==> config.mk <==
export PLATFORM = sky130hd
export DESIGN_NAME = axi_burst_to_lite_bridge
export DESIGN_NICKNAME = d
export VERILOG_FILES = /design/src/rtl/axi_burst_to_lite_bridge.sv
export SDC_FILE = /design/constraint.sdc
export NUM_CORES = 1
export LEC_CHECK = 0
export ABC_CLOCK_PERIOD_IN_PS = 5100
export CORE_ASPECT_RATIO = 1.1
export CORE_UTILIZATION = 43
export DETAILED_ROUTE_END_ITERATION = 8
export MAX_ROUTING_LAYER = met4
export PLACE_DENSITY = 0.81
export SLEW_MARGIN = 15
export SYNTH_ARGS = -nofsm -noshare
export SYNTH_HDL_FRONTEND = slang
export SYNTH_SLANG_ARGS = --single-unit
==> constraint.sdc <==
create_clock -name clk -period 5.1 [get_ports clk]
set_input_delay 0.765 -clock clk [delete_from_list [all_inputs] [get_ports clk]]
set_output_delay 0.765 -clock clk [all_outputs]
set_load 0.01 [all_outputs]
==> src/rtl/axi_burst_to_lite_bridge.sv <==
// rtl/axi_burst_to_lite_bridge.sv - AXI4 burst to AXI4-Lite single-beat bridge
// Ports:
//   clk, rst            core clock, asynchronous active-high reset
//   s_axi_*             AXI4 slave side (AR/R/AW/W/B) facing the cache-request arbiter
//   m_axi_lite_*        AXI4-Lite master side (AR/R/AW/W/B) facing the peripheral fabric
//   busy                high whenever a burst is being processed
module axi_burst_to_lite_bridge #(
  parameter int ADDR_WIDTH = 32,
  parameter int DATA_WIDTH = 32,
  parameter int ID_WIDTH   = 4
) (
  input  logic                      clk,
  input  logic                      rst,
  input  logic [ID_WIDTH-1:0]       s_axi_arid,
  input  logic [ADDR_WIDTH-1:0]     s_axi_araddr,
  input  logic [7:0]                s_axi_arlen,
  input  logic [2:0]                s_axi_arsize,
  input  logic [1:0]                s_axi_arburst,
  input  logic                      s_axi_arvalid,
  output logic                      s_axi_arready,
  output logic [ID_WIDTH-1:0]       s_axi_rid,
  output logic [DATA_WIDTH-1:0]     s_axi_rdata,
  output logic [1:0]                s_axi_rresp,
  output logic                      s_axi_rlast,
  output logic                      s_axi_rvalid,
  input  logic                      s_axi_rready,
  input  logic [ID_WIDTH-1:0]       s_axi_awid,
  input  logic [ADDR_WIDTH-1:0]     s_axi_awaddr,
  input  logic [7:0]                s_axi_awlen,
  input  logic [2:0]                s_axi_awsize,
  input  logic [1:0]                s_axi_awburst,
  input  logic                      s_axi_awvalid,
  output logic                      s_axi_awready,
  input  logic [DATA_WIDTH-1:0]     s_axi_wdata,
  input  logic [DATA_WIDTH/8-1:0]   s_axi_wstrb,
  input  logic                      s_axi_wlast,
  input  logic                      s_axi_wvalid,
  output logic                      s_axi_wready,
  output logic [ID_WIDTH-1:0]       s_axi_bid,
  output logic [1:0]                s_axi_bresp,
  output logic                      s_axi_bvalid,
  input  logic                      s_axi_bready,
  output logic [ADDR_WIDTH-1:0]     m_axi_lite_araddr,
  output logic                      m_axi_lite_arvalid,
  input  logic                      m_axi_lite_arready,
  input  logic [DATA_WIDTH-1:0]     m_axi_lite_rdata,
  input  logic [1:0]                m_axi_lite_rresp,
  input  logic                      m_axi_lite_rvalid,
  output logic                      m_axi_lite_rready,
  output logic [ADDR_WIDTH-1:0]     m_axi_lite_awaddr,
  output logic                      m_axi_lite_awvalid,
  input  logic                      m_axi_lite_awready,
  output logic [DATA_WIDTH-1:0]     m_axi_lite_wdata,
  output logic [DATA_WIDTH/8-1:0]   m_axi_lite_wstrb,
  output logic                      m_axi_lite_wvalid,
  input  logic                      m_axi_lite_wready,
  input  logic [1:0]                m_axi_lite_bresp,
  input  logic                      m_axi_lite_bvalid,
  output logic                      m_axi_lite_bready,
  output logic                      busy
);

  typedef enum logic [2:0] {
    IDLE, RD_AR, RD_R, RD_BEAT, WR_W, WR_LITE, WR_B, WR_RESP
  } state_t;

  state_t                  state_q, state_d;
  logic                    acc_q, acc_d;
  logic [ID_WIDTH-1:0]     id_q, id_d;
  logic [ADDR_WIDTH-1:0]   addr_q, addr_d;
  logic [7:0]              len_q, len_d;
  logic [2:0]              size_q, size_d;
  logic [1:0]              burst_q, burst_d;
  logic [7:0]              beat_cnt_q, beat_cnt_d;
  logic [DATA_WIDTH-1:0]   rdata_q, rdata_d;
  logic [1:0]              rresp_q, rresp_d;
  logic [DATA_WIDTH-1:0]   wdata_q, wdata_d;
  logic [DATA_WIDTH/8-1:0] wstrb_q, wstrb_d;
  logic [1:0]              bresp_q, bresp_d;
  logic                    aw_done_q, aw_done_d;
  logic                    w_done_q, w_done_d;

  logic [ADDR_WIDTH-1:0]   step;
  logic [ADDR_WIDTH-1:0]   addr_next;
  logic                    is_last;
  logic                    aw_now;
  logic                    w_now;

  // The end of a write burst is decided by the beat counter alone.
  logic unused_wlast;
  assign unused_wlast = s_axi_wlast;

  // Beats wider than the 4-byte lite bus are clamped to 4-byte steps.
  always_comb begin
    step = ADDR_WIDTH'(1);
    if (size_q >= 3'd2)      step = ADDR_WIDTH'(4);
    else if (size_q == 3'd1) step = ADDR_WIDTH'(2);
    // FIXED holds the address; INCR and WRAP both advance (wrap boundary ignored).
    addr_next = (burst_q == 2'b00) ? addr_q : addr_q + step;
    is_last   = (beat_cnt_q == len_q);
  end

  always_comb begin
    state_d    = state_q;
    id_d       = id_q;
    addr_d     = addr_q;
    len_d      = len_q;
    size_d     = size_q;
    burst_d    = burst_q;
    beat_cnt_d = beat_cnt_q;
    rdata_d    = rdata_q;
    rresp_d    = rresp_q;
    wdata_d    = wdata_q;
    wstrb_d    = wstrb_q;
    bresp_d    = bresp_q;
    aw_done_d  = aw_done_q;
    w_done_d   = w_done_q;
    aw_now     = 1'b0;
    w_now      = 1'b0;

    // AR has priority: AW is only offered when no read is requested.
    s_axi_arready      = acc_q;
    s_axi_awready      = acc_q & ~s_axi_arvalid;
    s_axi_rid          = '0;
    s_axi_rdata        = '0;
    s_axi_rresp        = 2'b00;
    s_axi_rlast        = 1'b0;
    s_axi_rvalid       = 1'b0;
    s_axi_wready       = 1'b0;
    s_axi_bid          = '0;
    s_axi_bresp        = 2'b00;
    s_axi_bvalid       = 1'b0;
    m_axi_lite_araddr  = '0;
    m_axi_lite_arvalid = 1'b0;
    m_axi_lite_rready  = 1'b0;
    m_axi_lite_awaddr  = '0;
    m_axi_lite_awvalid = 1'b0;
    m_axi_lite_wdata   = '0;
    m_axi_lite_wstrb   = '0;
    m_axi_lite_wvalid  = 1'b0;
    m_axi_lite_bready  = 1'b0;
    busy               = (state_q != IDLE);

    case (state_q)
      IDLE: begin
        if (acc_q && s_axi_arvalid) begin
          id_d       = s_axi_arid;
          addr_d     = s_axi_araddr;
          len_d      = s_axi_arlen;
          size_d     = s_axi_arsize;
          burst_d    = s_axi_arburst;
          beat_cnt_d = 8'd0;
          bresp_d    = 2'b00;
          state_d    = RD_AR;
        end else if (acc_q && s_axi_awvalid) begin
          id_d       = s_axi_awid;
          addr_d     = s_axi_awaddr;
          len_d      = s_axi_awlen;
          size_d     = s_axi_awsize;
          burst_d    = s_axi_awburst;
          beat_cnt_d = 8'd0;
          bresp_d    = 2'b00;
          state_d    = WR_W;
        end
      end
      RD_AR: begin
        m_axi_lite_arvalid = 1'b1;
        m_axi_lite_araddr  = addr_q;
        if (m_axi_lite_arready) state_d = RD_R;
      end
      RD_R: begin
        m_axi_lite_rready = 1'b1;
        if (m_axi_lite_rvalid) begin
          rdata_d = m_axi_lite_rdata;
          rresp_d = m_axi_lite_rresp;
          state_d = RD_BEAT;
        end
      end
      RD_BEAT: begin
        s_axi_rvalid = 1'b1;
        s_axi_rid    = id_q;
        s_axi_rdata  = rdata_q;
        s_axi_rresp  = rresp_q;
        s_axi_rlast  = is_last;
        if (s_axi_rready) begin
          if (is_last) begin
            state_d = IDLE;
          end else begin
            beat_cnt_d = beat_cnt_q + 8'd1;
            addr_d     = addr_next;
            state_d    = RD_AR;
          end
        end
      end
      WR_W: begin
        s_axi_wready = 1'b1;
        if (s_axi_wvalid) begin
          wdata_d = s_axi_wdata;
          wstrb_d = s_axi_wstrb;
          state_d = WR_LITE;
        end
      end
      WR_LITE: begin
        // AW and W are independent channels; each valid drops once its own
        // handshake has been seen, and the beat moves on when both are done.
        m_axi_lite_awvalid = ~aw_done_q;
        m_axi_lite_awaddr  = addr_q;
        m_axi_lite_wvalid  = ~w_done_q;
        m_axi_lite_wdata   = wdata_q;
        m_axi_lite_wstrb   = wstrb_q;
        aw_now = aw_done_q | m_axi_lite_awready;
        w_now  = w_done_q | m_axi_lite_wready;
        if (aw_now && w_now) begin
          aw_done_d = 1'b0;
          w_done_d  = 1'b0;
          state_d   = WR_B;
        end else begin
          aw_done_d = aw_now;
          w_done_d  = w_now;
        end
      end
      WR_B: begin
        m_axi_lite_bready = 1'b1;
        if (m_axi_lite_bvalid) begin
          // Response codes are ordered by severity, so the worst is the largest.
          if (m_axi_lite_bresp > bresp_q) bresp_d = m_axi_lite_bresp;
          if (is_last) begin
            state_d = WR_RESP;
          end else begin
            beat_cnt_d = beat_cnt_q + 8'd1;
            addr_d     = addr_next;
            state_d    = WR_W;
          end
        end
      end
      WR_RESP: begin
        s_axi_bvalid = 1'b1;
        s_axi_bid    = id_q;
        s_axi_bresp  = bresp_q;
        if (s_axi_bready) state_d = IDLE;
      end
      default: state_d = IDLE;
    endcase

    // Registered acceptance: a new burst is only offered once back in IDLE.
    acc_d = (state_d == IDLE);
  end

  always_ff @(posedge clk or posedge rst) begin
    if (rst) begin
      state_q    <= IDLE;
      acc_q      <= 1'b0;
      id_q       <= '0;
      addr_q     <= '0;
      len_q      <= '0;
      size_q     <= '0;
      burst_q    <= '0;
      beat_cnt_q <= '0;
      rdata_q    <= '0;
      rresp_q    <= '0;
      wdata_q    <= '0;
      wstrb_q    <= '0;
      bresp_q    <= '0;
      aw_done_q  <= 1'b0;
      w_done_q   <= 1'b0;
    end else begin
      state_q    <= state_d;
      acc_q      <= acc_d;
      id_q       <= id_d;
      addr_q     <= addr_d;
      len_q      <= len_d;
      size_q     <= size_d;
      burst_q    <= burst_d;
      beat_cnt_q <= beat_cnt_d;
      rdata_q    <= rdata_d;
      rresp_q    <= rresp_d;
      wdata_q    <= wdata_d;
      wstrb_q    <= wstrb_d;
      bresp_q    <= bresp_d;
      aw_done_q  <= aw_done_d;
      w_done_q   <= w_done_d;
    end
  end

endmodule

# After elaboration in Yosys (flattened, before gate mapping)
# Index checks and enable logic that the tools add are counted.
[totals] ram_bits=0 input_bits=183 mem_count=0 romBits=0 output_inout_bits=156 latchBits=0 wordCells=113 regBits=135
[op_classes] shifts=0 muxes=60 bitwise=6 order_cmp=2 n_addsub=2 n_reduce_logical=15 n_mul=0 n_eq_ne=13 div=0
[op_table] op="$mux W32" count=10
[op_table] op="$pmux W32 S3" count=1
[op_table] op="$mux W8" count=7
[op_table] op="$mux W3" count=12
[op_table] op="$add A32 B32 Y32" count=1
[op_table] op="$pmux W3 S8" count=1
[op_table] op="$pmux W8 S3" count=1
[op_table] op="$mux W2" count=10
[op_table] op="$mux W4" count=5
[op_table] op="$eq A3 B3 Y1 const B" count=4
[op_table] op="$mux W1" count=12
[op_table] op="$add A8 B1 Y8 const B" count=1
[op_table] op="$eq A8 B8 Y1" count=1
[op_table] op="$reduce_and A4 Y1" count=2
[op_table] op="$eq A3 B1 Y1 const B" count=2
[op_table] op="$eq A3 B2 Y1 const B" count=2
[op_table] op="$logic_not A3 Y1" count=2
[op_table] op="$ne A2 B2 Y1 const B" count=3
[op_table] op="$reduce_and A2 Y1" count=3
[op_table] op="$reduce_bool A3 Y1" count=2
[op_table] op="$pmux W2 S2" count=1
[op_table] op="$reduce_bool A2 Y1" count=2
[op_table] op="$ge A3 B2 Y1 const B" count=1
[op_table] op="$logic_and A1 B1 Y1" count=3
[op_table] op="other kinds (6)" count=9

# Longest topological paths before layout
[depth] depth_word=8 mapped_depth=10 mapped_depth_nobuf=10

# Worst setup path before layout
# No wires, ideal clock.
[synth_timing] kind="reg2out" from="register state_q[0]" to="output m_axi_lite_awaddr[0]" t_arrival_ps=1671 slack_ps=2664 required_time_ps=4335 stages_incl_launch_ff=6 n_path_buf=3 path_cell_list="dfrtp_1 buf_2 nor2b_1 clkbuf_1 clkbuf_1 and3_1"
[synth_between] elab_chain_len=2
[synth_lines] element="start: declaration" line_no="67" rtl="state_t state_q, state_d;"
[synth_lines] element="start signal: assignment" line_no="267" rtl="state_q <= state_d;"
[synth_lines] element="$eq A3 B3 Y1" line_no="144" rtl="case (state_q)"
[synth_lines] element="$mux W32" line_no="144"
[synth_lines] element="end: declaration" line_no="50" rtl="output logic [ADDR_WIDTH-1:0] m_axi_lite_awaddr,"
# Every way passes these cells.

# Final worst setup path
[layout_timing] from="register state_q[1]" to="output s_axi_rid[2]"
[layout_between] elab_chain_len=2
[layout_lines] element="$eq A3 B2 Y1" line_no="144"
[layout_lines] element="$mux W4" line_no="144"
[layout_lines] element="end: declaration" line_no="21" rtl="output logic [ID_WIDTH-1:0] s_axi_rid,"
# Every way passes these cells.

==> reports/metrics.yaml <==
power:
  power_leakage_nw: 5.33
  peakVddDrop_v: 0.000333
  p_per_area_nw_per_um2: 518
cells_and_area:
  finish.utilization_pct: 67.5
  nFillCells: 1442
  nets: 1357
  multi_input_area_um2: 4270
  final_common_cell: "clkdlybuf4s50_1"
  regArea_um2: 3380
  diodes: 0
  final_cell_mix: "clkdlybuf4s50_1, and3_1, dfrtp_1"
  syn2layout_area_growth_pct: 51.7
  drive_gt1_share_pct: 11.6
placed_design:
  portBuffers: 337
  gp_routability_congestion: 0.916
  dpl.hpwl_mm: 18.8
  place_ws_ns: 1.72
worst_setup_path:
  critPathKind: "register to output pin"
  cp.arrival_ns: 3.07
  worstReg2RegStart: "state_q[2]$_DFF_PP0_"
  cp-end-kind: "output pin"
  start_kind: "register"
  worstPathRequired_ns: 4.34
  crit_start: "state_q[1]$_DFF_PP0_"
  crit_fanout: 22
timing:
  fmax_mhz: 261
  period_needed_ns: 3.83
  finClkSkew_ns: 0.00865
  hold-worst-slack_ns: 0.484
  setup_viol: 0
  maxSlewViolCount: 0
  setup_tns_ns: 0
  rsz0062_at_grt: "no"
  tightestPinTransition_ns: 1.09
  finalHoldViolations: 0
  slew_headroom_pct: 26.9
  fin_crit_sh_pct: 75.1
  worst_slack_ns: 1.27
floorplanning:
  fp.dieH_um: 145
  core_area_um2: 17900
  die_area_um2: 19100
  rows: 51
  pin_count: 339
  initial_utilization_pct: 44.5
  die_w_um: 132
global_routing:
  antenna_found_initial: 0
  grt_max_degree: 105
  overflow: 0
  grt.total_usage_pct: 28.9
  grt_pass1_vias: 7844
  grt_pass1_wl_mm: 41.7
routing:
  drt_wl_total_mm: 27.0
  drt_iter0_markers: 558
  viasPerCell: 5.59
  wl_per_cell_um: 19.0
  drcViolationCount: 0
  drtAntennaViolNets: 0
  dr.pass1.iters: 5
  via_count: 7921
flow_run:
  maxCapViolCount: 0
clock_network:
  cts.sinks: 135
  numCtsBuffers: 17
  cts_max_level: 4
  cts_buffer_depth: 2
  cts_tree: "yes"
  ctsResizeCount: 0
  postCtsSetupRepairBufs: 0
  cts.clk_slew.worst_paths_ns: 0.06
  cts_root_buf: "clkbuf_16"
  cts_hold_buf: 0
  clk_latency_ns: 0.42
synth:
  synth-seq-cells: 135
  syn-num-nets: 1062
  syn_area_um2: 7980
  ys.flop_type: "dfrtp_1"
  seq_area_frac_synth_pct: 42.3
  yosys_warnings: 0
  netlist_instances: 872
  avgSynthCellArea_um2: 9.15
  synth_edf_count: 0
  synth_cell_type_count: 56
  synth_async_sr_flop_share_pct: 100
min_path:
  hp-start: "size_q[1]$_DFFE_PP0P_"
  worstHoldPathType: "register to register"
outcome:
  status: "finished clean"
==> layer usage <==
metal / track usage, % / vias to the layer above / part of all wire [%]
li1: - / 3723 / -
met3: 6.72 / 49 / 6.3
met1: 33.0 / 3799 / 40
met4: 11.1 / 0 / 2.8
met2: 49.6 / 350 / 51
met5: - / - / 0
==> synth_stat cells, types with 4 or more instances <==
cell type / n / share of area (%)
o21ai_0: 50 / 3.1
nor2_1: 36 / 1.7
a21oi_1: 52 / 3.3
buf_2: 20 / 1.3
nand2_1: 115 / 5.4
nor3_1: 9 / 0.56
nand3_1: 22 / 1.4
xor2_1: 9 / 0.99
and3_1: 148 / 12
nor2b_1: 5 / 0.39
nor4_2: 4 / 0.63
nand4_1: 10 / 0.78
mux2i_1: 26 / 3.3
dfrtp_1: 135 / 42
a31oi_1: 13 / 1.0
o211ai_1: 5 / 0.47
mux2_2: 70 / 9.9
ha_1: 6 / 0.94
and2_1: 10 / 0.78
or2_2: 5 / 0.39
a22o_1: 4 / 0.44
o22a_1: 15 / 1.6
inv_1: 10 / 0.47
clkbuf_1: 45 / 2.1
==> path summary, 6_finish.rpt <==
kind / end / slack, ns / cells past startpoint
hold reg to reg: size_q[1]$_DFFE_PP0P_ / 0.48 / 2
max in group asynchronous: rdata_q[30]$_DFFE_PP0P_ / 3.12 / 3
setup / recovery: s_axi_rid[2] / 1.27 / 5
setup reg to reg: addr_q[27]$_DFFE_PP0P_ / 2.24 / 7
hold / removal: size_q[1]$_DFFE_PP0P_ / 0.48 / 2
min in group asynchronous: rdata_q[20]$_DFFE_PP0P_ / 0.92 / 2
==> sequential cells by signal, summed over array words and instances, names as in the netlist, 3 cells and up <==
signal	count
addr_q	32
rdata_q	32
wdata_q	32
beat_cnt_q	8
len_q	8
id_q	4
wstrb_q	4
size_q	3
state_q	3
==> layout make-up <==
type | count | area share, %
clock inverter | 13 | 1.78
multi-input combinational | 654 | 35.3
inverter | 11 | 0.382
clock buffer | 19 | 3.66
tap | 238 | 2.46
timing repair buffer | 348 | 28.5
sequential | 135 | 27.9
==> logic make-up after synthesis <==
kind of cell,count (synthesis),share of synthesized area (%)
flops,135,42.3
fa+ha+maj,7,1.19
simple gates,378,25.1
xor+xnor,9,0.988
compound gates,164,12.7
mux,96,13.1
buf+inv,83,4.59
==> per-stage QoR <==
| stage | cell area, µm² | total power [W] | instances |
|---|---|---|---|
| after floorplan | 7980 | 0.00367 | 872 |
| after global placement | 11500 | 0.00476 | 1386 |
| after detailed placement | 11500 | 0.00487 | 1386 |
| after CTS | 12100 | 0.00628 | 1418 |
| after global routing | 12100 | 0.00664 | 1418 |
| final | 12100 | 0.00627 | 1418 |
==> critical path, stage by stage (launching register included) <==
cell             delay, ns
dfrtp_1               0.70
inv_2                 0.24
nor2_2                0.60
buf_4                 0.36
and3_1                0.19
clkdlybuf4s50_1       0.55
==> power by group <==
part / internal [W] / switching (W) / total [W]
logic: 0.00143 / 0.00140 / 0.00283
clock network: 0.000888 / 0.000494 / 0.00138
registers: 0.00157 / 0.000479 / 0.00205
total: 0.00389 / 0.00238 / 0.00627
No activity file was read; power rests on OpenSTA's default activity.
